$ cat src/rtl/spi_master_arbiter.sv
// -----------------------------------------------------------------------------
// spi_master_arbiter
//
// Two-requester round-robin front end for an SPI-attached RAM. A granted
// request is turned into two SPI frames:
//   write: cmd 00 {addr}, then cmd 01 {wdata}
//   read : cmd 10 {addr}, then cmd 11 {8'h00}, followed by MISO_WAIT turnaround
//          cycles and 8 MISO samples (MSB first) that form rdata.
// Each frame shifts {cmd[1], cmd[1:0], payload[7:0]} MSB first while SS_n is low,
// and SS_n stays high for at least GAP cycles between and after frames.
//
// Handshake: req[i] is a level held by requester i. In IDLE the arbiter picks
// one requester; on that edge its op/addr/wdata are latched and ack[i] pulses
// for the following cycle. done[i] pulses once when the transaction ends
// (rdata is valid alongside done of a read). A request that is still high
// after done is treated as a new transaction.
//
// Parameters:
//   MISO_WAIT  idle SS_n-low cycles between last MOSI bit and first MISO sample
//   GAP        minimum SS_n-high cycles between frames
//
// Ports:
//   clk, rst            clock, asynchronous active-high reset
//   req[1:0], op[1:0]   request levels and operations (0 write, 1 read)
//   addr0/1, wdata0/1   per-requester address and write data
//   ack[1:0], done[1:0] one-cycle accept / completion pulses
//   rdata[7:0]          read result
//   busy                high from ack through DONE
//   SS_n, MOSI, MISO    SPI bus
//   dbg_state[2:0]      current FSM state (IDLE=0 SHIFT=1 TURN=2 CAPTURE=3
//                       GAP=4 DONE=5)
// -----------------------------------------------------------------------------
module spi_master_arbiter #(
    parameter int MISO_WAIT = 2,
    parameter int GAP       = 1
) (
    input  logic       clk,
    input  logic       rst,
    input  logic [1:0] req,
    input  logic [1:0] op,
    input  logic [7:0] addr0,
    input  logic [7:0] addr1,
    input  logic [7:0] wdata0,
    input  logic [7:0] wdata1,
    output logic [1:0] ack,
    output logic [1:0] done,
    output logic [7:0] rdata,
    output logic       busy,
    output logic       SS_n,
    output logic       MOSI,
    input  logic       MISO,
    output logic [2:0] dbg_state
);

    // A zero GAP would let two frames merge into one SS_n-low run.
    localparam int GAPL = (GAP < 1) ? 1 : GAP;
    localparam int CMAX = (MISO_WAIT > GAPL) ? ((MISO_WAIT > 10) ? MISO_WAIT : 10)
                                            : ((GAPL > 10) ? GAPL : 10);
    localparam int CW   = $clog2(CMAX + 1);

    typedef enum logic [2:0] {
        S_IDLE    = 3'd0,
        S_SHIFT   = 3'd1,
        S_TURN    = 3'd2,
        S_CAPTURE = 3'd3,
        S_GAP     = 3'd4,
        S_DONE    = 3'd5
    } state_t;

    state_t        state;
    logic          last;      // requester served most recently
    logic          sel;       // requester being served
    logic          op_q;
    logic [7:0]    addr_q;
    logic [7:0]    wdata_q;
    logic          frame;     // 0: first frame, 1: second frame
    logic [CW-1:0] cnt;
    logic [9:0]    sh;        // MOSI bits still to be sent in this frame
    logic [7:0]    rx_sh;

    // 11-bit MOSI sequence: cmd[1] is sent twice (frame cycle 0 and as word MSB).
    function automatic logic [10:0] frame_seq(input logic rd, input logic second,
                                              input logic [7:0] a, input logic [7:0] w);
        logic [7:0] payload;
        payload = second ? (rd ? 8'h00 : w) : a;
        return {rd, rd, second, payload};
    endfunction

    logic        grant_v;
    logic        grant_id;
    logic        g_op;
    logic [7:0]  g_addr;
    logic [7:0]  g_wdata;
    logic [10:0] g_seq;
    logic [10:0] f2_seq;

    // Round robin: when both request, serve the one not served last. The
    // pointer resets to 1 so requester 0 wins the first contest.
    always_comb begin
        grant_v  = |req;
        grant_id = 1'b0;
        if (req == 2'b11) begin
            grant_id = ~last;
        end else if (req[1]) begin
            grant_id = 1'b1;
        end
        g_op    = grant_id ? op[1]  : op[0];
        g_addr  = grant_id ? addr1  : addr0;
        g_wdata = grant_id ? wdata1 : wdata0;
        g_seq   = frame_seq(g_op, 1'b0, g_addr, g_wdata);
        f2_seq  = frame_seq(op_q, 1'b1, addr_q, wdata_q);
    end

    always_ff @(posedge clk or posedge rst) begin
        if (rst) begin
            state   <= S_IDLE;
            last    <= 1'b1;
            sel     <= 1'b0;
            op_q    <= 1'b0;
            addr_q  <= 8'h00;
            wdata_q <= 8'h00;
            frame   <= 1'b0;
            cnt     <= '0;
            sh      <= 10'h000;
            rx_sh   <= 8'h00;
            ack     <= 2'b00;
            done    <= 2'b00;
            rdata   <= 8'h00;
            busy    <= 1'b0;
            SS_n    <= 1'b1;
            MOSI    <= 1'b0;
        end else begin
            ack  <= 2'b00;
            done <= 2'b00;
            case (state)
                S_IDLE: begin
                    if (grant_v) begin
                        ack     <= grant_id ? 2'b10 : 2'b01;
                        last    <= grant_id;
                        sel     <= grant_id;
                        op_q    <= g_op;
                        addr_q  <= g_addr;
                        wdata_q <= g_wdata;
                        busy    <= 1'b1;
                        frame   <= 1'b0;
                        cnt     <= '0;
                        // The ack cycle is already frame cycle 0.
                        SS_n    <= 1'b0;
                        MOSI    <= g_seq[10];
                        sh      <= g_seq[9:0];
                        state   <= S_SHIFT;
                    end
                end
                S_SHIFT: begin
                    if (cnt == CW'(10)) begin
                        cnt  <= '0;
                        MOSI <= 1'b0;
                        if (op_q && frame) begin
                            // cmd 11: SS_n stays low for turnaround + capture.
                            state <= (MISO_WAIT > 0) ? S_TURN : S_CAPTURE;
                        end else begin
                            SS_n  <= 1'b1;
                            state <= S_GAP;
                        end
                    end else begin
                        MOSI <= sh[9];
                        sh   <= {sh[8:0], 1'b0};
                        cnt  <= cnt + CW'(1);
                    end
                end
                S_TURN: begin
                    if (cnt == CW'(MISO_WAIT - 1)) begin
                        cnt   <= '0;
                        state <= S_CAPTURE;
                    end else begin
                        cnt <= cnt + CW'(1);
                    end
                end
                S_CAPTURE: begin
                    rx_sh <= {rx_sh[6:0], MISO};
                    if (cnt == CW'(7)) begin
                        cnt   <= '0;
                        SS_n  <= 1'b1;
                        state <= S_GAP;
                    end else begin
                        cnt <= cnt + CW'(1);
                    end
                end
                S_GAP: begin
                    if (cnt == CW'(GAPL - 1)) begin
                        cnt <= '0;
                        if (!frame) begin
                            frame <= 1'b1;
                            SS_n  <= 1'b0;
                            MOSI  <= f2_seq[10];
                            sh    <= f2_seq[9:0];
                            state <= S_SHIFT;
                        end else begin
                            done <= sel ? 2'b10 : 2'b01;
                            if (op_q) begin
                                rdata <= rx_sh;
                            end
                            state <= S_DONE;
                        end
                    end else begin
                        cnt <= cnt + CW'(1);
                    end
                end
                S_DONE: begin
                    busy  <= 1'b0;
                    state <= S_IDLE;
                end
                default: begin
                    state <= S_IDLE;
                end
            endcase
        end
    end

    assign dbg_state = state;

endmodule

$ cat config.mk
export PLATFORM = sky130hd
export DESIGN_NAME = spi_master_arbiter
export DESIGN_NICKNAME = d
export VERILOG_FILES = /design/src/rtl/spi_master_arbiter.sv
export SDC_FILE = /design/constraint.sdc
export NUM_CORES = 1
export LEC_CHECK = 0
export ABC_AREA = 1
export CORE_MARGIN = 10
export CORE_UTILIZATION = 56
export CTS_CLUSTER_DIAMETER = 60
export DETAILED_ROUTE_END_ITERATION = 6
export HOLD_SLACK_MARGIN = 0.05
export PLACE_DENSITY = 0.86
export RECOVER_POWER = 100
export SYNTH_ARGS = -nofsm -noshare
export SYNTH_HDL_FRONTEND = slang
export SYNTH_SLANG_ARGS = --single-unit
$ cat constraint.sdc
create_clock -name clk -period 3 [get_ports clk]
set_input_delay 0.45 -clock clk [delete_from_list [all_inputs] [get_ports clk]]
set_output_delay 0.45 -clock clk [all_outputs]
set_load 0.05 [all_outputs]
==> run metrics <==
Initial DRC Count=175; port bufs=56; crit path to=rdata[2]; worst endpoint required time=3220 ps; Root Buffer=clkbuf_8; proportion of layout cells with a drive suffix above 1=7.03%; FF-to-FF Start=dbg_state[2]; clk slew on worst S/H paths=90 ps; peak fanout along the critical path=16; ANT nets after route=0; Mapped Avg Cell Area=7.47 um2; slew margin rel.=17.8%; Core Area=5040 um2; status=finished, final reports clean; gpl congestion=0.891; Setup Skew=4.90 ps; P_int=1.73 mW; sequential fraction of the synthesis area=45.2%; sequential cell fraction of total power=34.3%; Initial DRT Pass Iterations=4; Fin. Hold Viols=0; endpoints failing setup=0; CTS tree=done; sw power=1.60 mW; clock sinks=52; endpoint class of the critical path=flip-flop; die area=8420 um2; Mapped Cells=386; top cells by area, synth=dfrtp_1 43%, nand2_1 20%, nand3_1 7.5%; I/O pins=57; antenna violations before repair=0; pwr dens=945 nW/um2; Slew @ Worst Pin=1230 ps; count leader, synth=nand2_1; Post-synth EDFFs=0; via count=2,593; max-slew violations=0; Reg-to-Reg End=rdata[2]; final WL=6.73 mm; Routed wire per std cell=13.2 um; WHS=460 ps; clk buf depth=2; Logic pwr share=51.2%; Seq cells post-synth=52; hold buffers post-CTS=0; diode count=0; post-layout util=70.0%; critical path type=flip-flop to flip-flop; FMAX=424 MHz; post-synth top area share=43.4%; Starting Density=57.2%; Final Non-Filler Cells=511; setup bufs post-CTS=0; Post-synth ARST share=100%; CP Launch Type=flip-flop; Final Cycle Share=78.5%; clock network power share=14.5%; mapped cell area=2880 um2; CTS buffer count=5; Std-Cell Rows=26; drc violations=0; post-synth top area cell=dfrtp_1; worst min-delay path class=flip-flop to flip-flop; Ys Warns=0; Post-synth top flop=dfrtp_1; Static Leakage=1.80 nW; Mapped Nets=429; Nets=483; reg2reg setup slack=640 ps; HPWL Detailed=5.25 mm; via/cell ratio=5.07; cell count after placement=503; Total Power=3.34 mW; combined area of the multi-input logic cells=1330 um2; die extent in x=91.8 um; VDD IR max=0.461 mV; first-pass GRT wire length=11.7 mm; # fillers=417; Synth top cells by count=153 x nand2_1, 50 x dfrtp_1, 43 x nand3_1; All-Layer GR Usage=16.6%; vias in the first global route=2,698; crit path launch=dbg_state[2]; Tmin final=2360 ps; register area=1300 um2; CTS resizes=0; Crit path arrival time=2570 ps; Synth-to-Final Area Change=22.5%; gr ovfl total=0; Worst-Skew Late Latency=300 ps; switching share of total power=48.0%; largest net degree at the start of global routing=53; setup TNS=0 ps; die span in y=91.8 um; htree depth=2; Synth cell types=29; Register-to-Register Path Depth=4; Max Cap Violations=0; RSZ-0062 raised after global routing=no
## registers in the layout (all words and copies together), names as in the netlist
| name | flops |
|---|---|
| last | 1 |
| op_q | 1 |
| frame | 1 |
| done | 2 |
| wdata_q | 8 |
| ack | 2 |
| rdata | 8 |
| dbg_state | 3 |
| sh | 10 |
| SS_n | 1 |
| MOSI | 1 |
| busy | 1 |
| cnt | 4 |
| rx_sh | 8 |
| sel | 1 |
## final cells by class
cell class / instances / area share, %
clock inverter: 2 / 1.10
sequential: 52 / 36.9
multi-input combinational: 288 / 37.5
inverter: 36 / 3.93
timing repair buffer: 57 / 16.0
clock buffer: 6 / 2.05
tap: 70 / 2.48
## how the worst min path moves through the flow
stage,startpoint,endpoint,cells past startpoint
floorplan,sel,done[0],1
global placement,sel,done[0],1
detailed placement,SS_n,SS_n,2
CTS,SS_n,SS_n,2
global route,sel,done[0],1
finish,sel,done[0],1
## cells in the final DEF, fill, tap and decap left out
cell type	synthesis	layout
a21oi_1	1	1
bufinv_16	0	1
clkbuf_1	1	1
clkbuf_2	0	1
clkbuf_8	0	5
clkdlybuf4s50_1	0	36
clkinv_1	2	3
clkinvlp_2	0	1
dfrtp_1	50	50
dfstp_2	2	2
dlygate4sd3_1	0	20
ha_1	4	4
inv_1	30	29
inv_2	2	2
inv_4	1	1
inv_6	0	1
nand2_1	153	154
nand2_2	3	3
nand2_4	2	1
nand2_8	1	1
nand3_1	43	44
nand3_2	7	6
nand4_1	1	1
nor2_1	36	38
nor2_2	4	3
nor2_4	2	2
nor2_8	2	1
nor3_1	0	1
o211ai_1	1	1
o21ai_0	17	24
o21ai_1	9	2
xor2_1	1	1
## cells by family after synthesis
kind of cell	count (synthesis)	synth area share [%]
AND/OR/NAND/NOR	255	40.5
AO/OA/AOI/OAI	28	4.95
XOR/XNOR	1	0.304
adder cells (fa/ha/maj)	4	1.74
flip-flops	52	45.2
buffers and inverters	46	7.34
## per-stage QoR
stage / area [um2] / setup WS, ps
detailed placement: 3480 / 785
global route: 3530 / 391
CTS: 3590 / 695
finish: 3530 / 644
global placement: 3480 / 866
floorplan: 2880 / 1300
## routing by layer
layer | GRT usage, % | share of wire (%)
met1 | 18.7 | 42
met2 | 27.9 | 49
met3 | 5.62 | 7.1
met4 | 7.33 | 2.6
met5 | 0 | 0
## worst max-delay path, cell delays in order, from the launching register on
cell and delay, ps:
dfrtp_1 570, clkinvlp_2 370, nor2_1 640, nand3_2 400, o21ai_0 290
## power by group through the flow
| stage | Combinational [mW] | Clock [mW] | Sequential, mW |
|---|---|---|---|
| 2_1_floorplan | 1.24 | 0 | 1.27 |
| 3_3_place_gp | 1.72 | 0 | 1.15 |
| 3_5_place_dp | 1.79 | 0 | 1.16 |
| 4_1_cts | 1.79 | 0.493 | 1.15 |
| 5_1_grt | 1.93 | 0.515 | 1.18 |
| 6_report | 1.71 | 0.484 | 1.14 |
No activity file was read; power rests on OpenSTA's default activity.
